`config.mk`:
```
export PLATFORM = sky130hd
export DESIGN_NAME = lsu_mem_sequencer
export DESIGN_NICKNAME = d
export VERILOG_FILES = /design/src/rtl/lsu_mem_sequencer.sv
export SDC_FILE = /design/constraint.sdc
export NUM_CORES = 1
export LEC_CHECK = 0
export CAP_MARGIN = 10
export CORE_ASPECT_RATIO = 1.4
export CORE_UTILIZATION = 39
export DETAILED_ROUTE_END_ITERATION = 12
export MAX_ROUTING_LAYER = met4
export PLACE_DENSITY = 0.78
export SYNTH_ARGS = -nofsm -noshare
export SYNTH_HDL_FRONTEND = slang
export SYNTH_SLANG_ARGS = --single-unit
export TNS_END_PERCENT = 10
```
`constraint.sdc`:
```
create_clock -name addr_clk -period 2.1 [get_ports addr_clk]
set_clock_uncertainty 0.1 [all_clocks]
set_input_delay 0.63 -clock addr_clk [delete_from_list [all_inputs] [get_ports addr_clk]]
set_output_delay 0.63 -clock addr_clk [all_outputs]
set_load 0.005 [all_outputs]
```
`src/rtl/lsu_mem_sequencer.sv`:
```
// lsu_mem_sequencer: load/store data-memory access sequencer.
// Accepts single-cycle ld/sd requests with a word-aligned byte address, runs a
// req/gnt/rvalid handshake with data memory, returns load data and holds the
// pipeline stalled while an access is in flight.
// Optional feature macro: LSU_TIMEOUT_EN (aborts accesses stuck in REQ/WAIT
// for TIMEOUT_CYCLES cycles and reports bus_err).
`timescale 1ns/1ps

module lsu_mem_sequencer #(
    parameter int DATA_WIDTH     = 32,
    parameter int TIMEOUT_CYCLES = 16
) (
    input  logic                  addr_clk,
    input  logic                  addr_rst,
    input  logic                  ld_valid,
    input  logic                  sd_valid,
    input  logic [DATA_WIDTH-1:0] addr,
    input  logic [DATA_WIDTH-1:0] st_data,
    output logic                  mem_req,
    output logic                  mem_we,
    output logic [DATA_WIDTH-1:0] mem_addr,
    output logic [DATA_WIDTH-1:0] mem_wdata,
    input  logic                  mem_gnt,
    input  logic                  mem_rvalid,
    input  logic [DATA_WIDTH-1:0] mem_rdata,
    output logic [DATA_WIDTH-1:0] ld_data,
    output logic                  ld_data_valid,
    output logic                  misalign_exc,
    output logic                  bus_err,
    output logic                  stall_pipeline
);

    if (TIMEOUT_CYCLES < 2) begin : g_cfg_check
        $error("lsu_mem_sequencer: TIMEOUT_CYCLES must be >= 2");
    end

    typedef enum logic [1:0] {
        IDLE = 2'd0,
        REQ  = 2'd1,
        WAIT = 2'd2
    } state_t;

    state_t                state, state_nxt;
    logic [DATA_WIDTH-1:0] addr_q, wdata_q, ld_data_q;
    logic                  we_q, ld_data_valid_q, misalign_q;
    logic                  req_in, aligned, accept, reject;
    logic                  st_done, ld_done, timeout_hit;

    // Request qualification and completion events (only meaningful in their own state)
    assign req_in  = ld_valid | sd_valid;
    assign aligned = (addr[1:0] == 2'b00);
    assign accept  = (state == IDLE) && req_in && aligned;
    assign reject  = (state == IDLE) && req_in && !aligned;
    assign st_done = (state == REQ) && mem_gnt && we_q;
    assign ld_done = (state == WAIT) && mem_rvalid;

`ifdef LSU_TIMEOUT_EN
    localparam int CNT_W = $clog2(TIMEOUT_CYCLES) + 1;

    logic [CNT_W-1:0] tmo_cnt;
    logic             bus_err_q;

    // Expiry on the last allowed REQ/WAIT cycle; a completion in that same cycle wins
    assign timeout_hit = (state != IDLE) && (tmo_cnt == CNT_W'(TIMEOUT_CYCLES - 1))
                         && !st_done && !ld_done;

    // Cycle counter: cleared when an access is accepted, counts every REQ/WAIT cycle
    always_ff @(posedge addr_clk or negedge addr_rst) begin
        if (!addr_rst) begin
            tmo_cnt   <= '0;
            bus_err_q <= 1'b0;
        end else begin
            bus_err_q <= timeout_hit;
            if (accept)
                tmo_cnt <= '0;
            else if (state != IDLE)
                tmo_cnt <= tmo_cnt + CNT_W'(1);
        end
    end

    assign bus_err = bus_err_q;
`else
    assign timeout_hit = 1'b0;
    assign bus_err     = 1'b0;
`endif

    // State register
    always_ff @(posedge addr_clk or negedge addr_rst) begin
        if (!addr_rst) state <= IDLE;
        else           state <= state_nxt;
    end

    // Next-state: stores finish at grant, loads finish at rvalid
    always_comb begin
        state_nxt = state;
        case (state)
            IDLE: if (accept) state_nxt = REQ;
            REQ: begin
                if (timeout_hit)  state_nxt = IDLE;
                else if (mem_gnt) state_nxt = we_q ? IDLE : WAIT;
            end
            WAIT: if (ld_done || timeout_hit) state_nxt = IDLE;
            default: state_nxt = IDLE;
        endcase
    end

    // Request latch, load-data return and single-cycle status pulses
    always_ff @(posedge addr_clk or negedge addr_rst) begin
        if (!addr_rst) begin
            addr_q          <= '0;
            wdata_q         <= '0;
            we_q            <= 1'b0;
            ld_data_q       <= '0;
            ld_data_valid_q <= 1'b0;
            misalign_q      <= 1'b0;
        end else begin
            if (accept) begin
                addr_q  <= addr;
                wdata_q <= st_data;
                we_q    <= sd_valid & ~ld_valid;   // load wins when both arrive
            end
            ld_data_valid_q <= ld_done;
            misalign_q      <= reject;
            if (ld_done)
                ld_data_q <= mem_rdata;
            else if (timeout_hit)
                ld_data_q <= '0;
        end
    end

    // All outputs come straight from registers; no comb path from mem_* inputs
    assign mem_req        = (state == REQ);
    assign mem_we         = we_q;
    assign mem_addr       = addr_q;
    assign mem_wdata      = wdata_q;
    assign ld_data        = ld_data_q;
    assign ld_data_valid  = ld_data_valid_q;
    assign misalign_exc   = misalign_q;
    assign stall_pipeline = (state != IDLE);

endmodule

```
# Word-level counts from Yosys, hierarchy flattened

Index checks and enable logic that the tools add are counted.

Equality and inequality tests: 5
Muxes and demuxes: 5
Bitwise logic cells: 3
Reduce and logical (&&, ||, !) cells: 9

Operators with widths:

| operator                                                                 | number |
|---|---|
| 2-bit two-way mux                                                        | 4 |
| 2-bit case mux with 3 select lines                                       | 1 |
| 1-bit logical AND                                                        | 4 |
| 2-bit zero test                                                          | 2 |
| 2-bit inequality test (second input constant)                            | 2 |
| 3-bit AND reduction                                                      | 1 |
| 2-bit by 1-bit equality test with 1-bit output (second input constant)   | 1 |
| 2-bit equality test (second input constant)                              | 1 |
| 2-bit by 1-bit inequality test with 1-bit output (second input constant) | 1 |
| 2-bit nonzero test                                                       | 1 |
| 1-bit bitwise AND                                                        | 1 |
| 1-bit zero test                                                          | 1 |
| 1-bit inverter                                                           | 1 |
| 1-bit OR                                                                 | 1 |

Register bits: 101
Bits of input ports: 102
Output and inout port bits: 102
Logic and storage cells: 29

# Logic depth before layout (Yosys ltp)

Gate-level depths: netlist of the first run.

Depth in word-level cells: 5
Depth in mapped cells: 5
Mapped depth without buffers: 3

# Worst setup path after synthesis of the first run

Ideal clock, no wire load.

Kind: in2reg
Start point: input addr[1]
End point: register addr_q[26], in the netlist mem_addr[26]
Library setup time: 0.127 ns
Arrival time: 1.653 ns
Data required time: 1.873 ns
Setup slack: 0.220 ns
Stages: 5
Buffers on the path: 2
Cells stage by stage: nor4_4 -> o21a_1 -> buf_6 -> buf_8 -> mux2_1

Longest elaborated chain between the ends: 2

RTL lines:

| element              | RTL line | text |
|---|---|---|
| from (decl)          | 17       | `input logic [DATA_WIDTH-1:0] addr,` |
| 2-bit zero test      | 51       | `assign aligned = (addr[1:0] == 2'b00);` |
| 1-bit logical AND    | 52       | `assign accept = (state == IDLE) && req_in && aligned;` |
| to (signal assigned) | 118      | `addr_q <= addr;` |
| to (decl)            | 44       | `logic [DATA_WIDTH-1:0] addr_q, wdata_q, ld_data_q;` |

Every way passes these cells.
A chain may end at the register's enable or synchronous reset.

# Final worst setup path of the first run

Start point: register state[1]
End point: output stall_pipeline

Longest elaborated chain between the ends: 1

RTL lines:

| element                | RTL line | text |
|---|---|---|
| from (decl)            | 43       | `state_t state, state_nxt;` |
| from (signal assigned) | 90       | `else state <= state_nxt;` |
| 2-bit nonzero test     | 139      | `assign stall_pipeline = (state != IDLE);` |
| to (decl)              | 30       | `output logic stall_pipeline` |

Every way passes these cells.

==> results of run 1 <==
[worst paths after layout]
| check | end | from | slack [ns] |
|---|---|---|---|
| setup reg to reg | mem_wdata[3]$_DFFE_PN0P_ | state[0]$_DFFE_PN0P_ | 0.13 |
| hold / removal | mem_addr[29]$_DFFE_PN0P_ | addr_rst | 0.24 |
| hold reg to reg | mem_addr[22]$_DFFE_PN0P_ | mem_addr[22]$_DFFE_PN0P_ | 0.38 |
| min in group addr_clk | mem_addr[22]$_DFFE_PN0P_ | mem_addr[22]$_DFFE_PN0P_ | 0.38 |
| setup / recovery | stall_pipeline | state[1]$_DFFE_PN0P_ | 0.07 |
| max in group asynchronous | state[1]$_DFFE_PN0P_ | addr_rst | 1.21 |
[flip-flops by register name (all words and copies together), names as in the netlist]
signal / flops
misalign_exc: 1
state: 2
ld_data: 32
mem_we: 1
ld_data_valid: 1
mem_addr: 32
mem_wdata: 32
[metrics by stage]
step	instances	TNS, ns
after floorplan	224	0
after global placement	552	-17.30
after detailed placement	552	-20.34
after CTS	570	0
after global routing	580	0
final	580	0
[where the power goes]
| part | switching [mW] | internal (mW) |
|---|---|---|
| clock | 0.663 | 0.917 |
| sequential | 0.358 | 2.68 |
| combinational | 0.753 | 1.91 |
| total | 1.77 | 5.51 |
[cell families after synthesis]
kind of cell | after synthesis
multiplexers | 94
buffers and inverters | 14
AO/OA/AOI/OAI | 6
other | 1
AND/OR/NAND/NOR | 8
flip-flops | 101
[final cells by class]
class | instances | area [um^2]
inverter | 3 | 11.3
clock buffer | 13 | 240
tap | 132 | 165
clock inverter | 2 | 35.0
timing repair buffer | 219 | 2290
fill | 695 | 3040
sequential | 101 | 2530
multi-input combinational | 110 | 1200
[synth_stat cells]
| master | number |
|---|---|
| o21a_1 | 1 |
| buf_2 | 3 |
| a21oi_1 | 2 |
| nor2_1 | 2 |
| mux2_1 | 62 |
| buf_8 | 5 |
| nor4_4 | 1 |
| inv_1 | 3 |
| o22ai_1 | 1 |
| or2_2 | 1 |
| buf_4 | 2 |
| mux2_2 | 32 |
| nand3b_1 | 1 |
| a21o_1 | 1 |
| conb_1 | 1 |
| a32o_1 | 1 |
| buf_6 | 1 |
| dfrtp_1 | 101 |
| nor2b_1 | 3 |
[critical path, cell delays in order, from the launching register on]
cell	delay, ns
dfrtp_2	0.42
or2_2	0.31
clkdlybuf4s15_1	0.23
[layer usage]
layer,GRT usage [%],vias to the layer above,wire length (um)
met1,21.1,1341,3850
met2,32.4,124,5210
met4,8.02,0,184
li1,-,1221,-
met3,3.81,13,542
met5,-,-,0
[what timing repair did]
| action | CTS | global route |
|---|---|---|
| pin swaps | 0 | 1 |
| hold buffers | 0 | 0 |
| gates resized for setup | 7 | 10 |
| buffers inserted | 3 | 2 |
| gates cloned | 0 | 8 |
| setup endpoints to repair | 3 | 63 |
==> qor.txt, run 1 <==
Outcome - finished clean
Layout cells sized above 1 - 15.4%
Pre-CTS setup slack - -0.363 ns
Placed Area - 0.00596 mm^2
Seq cells post-synth - 101
Area growth from synthesis to layout - 69.4%
ANT cells - 0
Cell Rows - 42
Die width - 85.6 um
Max cap viols - 0
Worst setup EP type - primary output
Post-synthesis mux area share - 27.7%
Synth Area in Adders - 0%
Max Slew Vio Count - 0
Final period utilization - 96.6%
CTS tree - built
Gr ovfl total - 0
Drt drc - 0
Avg WL per Cell - 16.9 um
Setup Crit Path Kind - reg2out
Via count - 2699
Req. time, crit path - 1.37 ns
CP Data Arrival Time - 1.30 ns
Total power draw - 7.28 mW
Hpwl dp - 6680 um
Initial DRC Count - 53
Number of routed nets with antenna violations - 0
Worst hold path class - in2async
RSZ-0062 raised after global routing - no
Worst slew pin tran - 0.543 ns
Fmax - 0.493 GHz
First-pass GRT wire length - 14200 um
Post-synthesis simple-gate area fraction - 1.60%
Starting Density - 40.2%
Final Core Density - 68.0%
Power per Cell Area - 1130 mW/mm^2
Synth Area in XOR/XNOR - 0%
GRT Overall Usage - 18.8%
H-tree Lvls - 3
Clock sink total - 101
Worst VDD drop - 0.715 mV
Largest family of logic cells by synthesized area - multiplexers
Core area - 0.00951 mm^2
Clock root cell - clkbuf_16
Leading area contributor after synthesis - dfrtp_1
Synth Cell Area - 0.00382 mm^2
Clk Latency, worst-skew pair - 0.34 ns
Seq/Total Area, Yosys - 66.2%
Die H - 119 um
Worst Setup Start Kind - register
Post-synth net total - 326
Critical path peak fanout - 3
Synth Warn # - 0
Input/output buffers - 202
Largest net degree at the start of global routing - 102
Setup violators final - 0
Final wirelength - 9790 um
Distinct cells, synth - 19
Most frequent cells in the layout - 197 x clkdlybuf4s50_1, 99 x dfrtp_1, 61 x mux2_1
Global placement routability congestion - 0.772
Synth top area share - 66.2%
Post-Syn Area per Cell - 17.1 um^2
Die area - 0.0102 mm^2
Max_slew headroom - 63.8%
Cells after synthesis - 224
Post-layout minimum cycle time - 2.03 ns
Initial antenna violation count - 0
Router iterations before antenna repair - 3
Clock-pin transition on the worst setup and hold timing paths - 0.06 ns
Vias per inst - 4.65
Synth Area in Compound Gates - 1.08%
Top cells by area, synth - dfrtp_1 66%, mux2_1 18%, mux2_2 9.4%
Pleak - 2.75 nW
Post-route cell area - 0.00647 mm^2
Final Worst Setup Slack - 0.0722 ns
Worst hold margin - 0.243 ns
Final Hold Fails - 0
Vias in the first global route - 2854
Largest buffer count on any clock path - 2
IO Count - 204
CTS Buf Count - 9
Most common cell after layout, fill and taps aside - clkdlybuf4s50_1
Fin nets - 546
Worst r2r path cells - 5
Note: power is estimated with default switching activity, not from simulation.
==> run 2, diff against run 1 <==
Settings changed: CAP_MARGIN 10 to default, SLEW_MARGIN from default to 10.
==> results of run 2 <==
Final layout, timing and power as in run 1 (identical DEF).
==> run 3, diff against run 2 <==
Clock period 2.1 ns to 2.13 ns, I/O delays scaled along.
==> qor.txt, run 3 (synthesized netlist as in run 1, its figures left out) <==
Outcome - finished clean (unchanged)
Final period utilization - 98.0%
Vias in the first global route - 2924 (was 2854)
Max_slew headroom - 64.1% (was 63.8%)
Max cap viols - 0 (unchanged)
Gr ovfl total - 0 (unchanged)
CP Data Arrival Time - 2.20 ns (was 1.30 ns)
Pre-CTS setup slack - -0.371 ns (was -0.363 ns)
Worst slew pin tran - 0.538 ns (was 0.543 ns)
Core area - 0.00951 mm^2 (unchanged)
Drt drc - 0 (unchanged)
GRT Overall Usage - 18.4% (was 18.8%)
First-pass GRT wire length - 14000 um (was 14200 um)
Die width - 85.6 um (unchanged)
Fillcell total - 728 (was 695)
Worst hold path class - in2async (unchanged)
Fin nets - 536 (was 546)
IO Count - 204 (unchanged)
Critical path peak fanout - 24 (was 3)
Power per Cell Area - 1130 mW/mm^2 (about the same)
Largest buffer count on any clock path - 2 (unchanged)
Final Hold Fails - 0 (unchanged)
Router iterations before antenna repair - 3 (unchanged)
Clock root cell - clkbuf_16 (unchanged)
Worst VDD drop - 0.613 mV (was 0.715 mV)
Setup Crit Path Kind - in2reg (was reg2out)
Setup violators final - 0 (unchanged)
H-tree Lvls - 3 (unchanged)
Initial antenna violation count - 0 (unchanged)
Final wirelength - 9160 um (was 9790 um)
Largest net degree at the start of global routing - 102 (unchanged)
Die area - 0.0102 mm^2 (unchanged)
Placed Area - 0.00596 mm^2 (unchanged)
CTS Buf Count - 9 (unchanged)
Final Non-Filler Cells - 571 (was 580)
Clk Latency, worst-skew pair - 0.33 ns (was 0.34 ns)
Worst Setup Start Kind - input port (was register)
Post-layout minimum cycle time - 2.09 ns
Clock sink total - 101 (unchanged)
Layout cells sized above 1 - 14.1% (was 15.4%)
Req. time, crit path - 2.25 ns (was 1.37 ns)
Starting Density - 40.2% (unchanged)
Die H - 119 um (unchanged)
Most common cell after layout, fill and taps aside - clkdlybuf4s50_1 (unchanged)
Cells after DPL - 552 (unchanged)
Final Core Density - 66.5% (was 68.0%)
Global placement routability congestion - 0.772 (about the same)
Hold Buf Count CTS - 0 (unchanged)
Worst setup EP type - register (was primary output)
ANT cells - 0 (unchanged)
Hpwl dp - 6630 um (was 6680 um)
CTS tree - built (unchanged)
Most frequent cells in the layout - 199 x clkdlybuf4s50_1, 99 x dfrtp_1, 61 x mux2_1 (was 197 x clkdlybuf4s50_1, 99 x dfrtp_1, 61 x mux2_1)
Setup TNS - 0 ns (unchanged)
Final Worst Setup Slack - 0.0426 ns (was 0.0722 ns)
RSZ-0062 raised after global routing - yes (was no)
Area growth from synthesis to layout - 65.5% (was 69.4%)
Via count - 2650 (was 2699)
Input/output buffers - 202 (unchanged)
Max Slew Vio Count - 0 (unchanged)
Fmax - 0.479 GHz
Pleak - 2.67 nW (was 2.75 nW)
Number of routed nets with antenna violations - 0 (unchanged)
Clock-pin transition on the worst setup and hold timing paths - 0.07 ns (was 0.06 ns)
Cell Rows - 42 (unchanged)
Total power draw - 7.16 mW (was 7.28 mW)
Post-route cell area - 0.00632 mm^2 (was 0.00647 mm^2)
Initial DRC Count - 63 (was 53)
Avg WL per Cell - 16.0 um (was 16.9 um)
Worst hold margin - 0.262 ns (was 0.243 ns)
Vias per inst - 4.64 (was 4.65)
==> run 3: cell types whose count changed in the layout (fill, tap and decap cells not counted), sizes merged, moves of 2 or more <==
cell | before | now
dlymetal6s2s | 2 | 0
clkbuf | 17 | 13
clkdlybuf4s50 | 197 | 199
buf | 14 | 8
==> run 3: repair_timing <==
item,in CTS,in global routing
buffers inserted,2,0
pin swaps,0,0
hold endpoints to repair,0,0
endpoints found under the setup margin,3,63
resized for setup,7,3
cloned,0,1
==> run 3: critical path, cell delays in order <==
cell	delay (ns)
clkdlybuf4s50_1	0.47
nor4_4	0.30
o21a_4	0.23
clkbuf_16	0.22
mux2_1	0.34
==> run 3: final cells by class <==
class	instances	area (um^2)	area share (%)
well taps	132	165	2.61
repair buffers	210	2140	33.8
flip-flops and latches	101	2530	40.0
clock inverters	4	47.5	0.752
multi-input cells	109	1180	18.7
clock buffers	12	246	3.90
inverters	3	11.3	0.178
==> run 3: where the power goes <==
part / switching [mW] / internal, mW
registers: 0.357 / 2.64
logic: 0.718 / 1.84
clock network: 0.669 / 0.940
total: 1.74 / 5.42
==> run 3: metal layers <==
metal	up-vias	routed length, um	GRT usage (%)	share of wire [%]
met5	-	0	-	0
met3	16	591	3.81	6.4
met2	134	4790	31.6	52
met4	0	212	8.33	2.3
met1	1305	3570	20.4	39
li1	1195	-	-	-
==> run 3: worst paths after layout <==
kind | startpoint | to | slack (ns) | cells past startpoint
max | addr[1] | mem_addr[9]$_DFFE_PN0P_ | 0.04 | 5
min | addr_rst | mem_wdata[5]$_DFFE_PN0P_ | 0.26 | 2
max reg2reg | state[1]$_DFFE_PN0P_ | mem_addr[9]$_DFFE_PN0P_ | 0.19 | 5
min reg2reg | mem_wdata[8]$_DFFE_PN0P_ | mem_wdata[8]$_DFFE_PN0P_ | 0.38 | 1
max in group asynchronous | addr_rst | state[1]$_DFFE_PN0P_ | 1.24 | 2
min in group addr_clk | mem_wdata[8]$_DFFE_PN0P_ | mem_wdata[8]$_DFFE_PN0P_ | 0.38 | 1
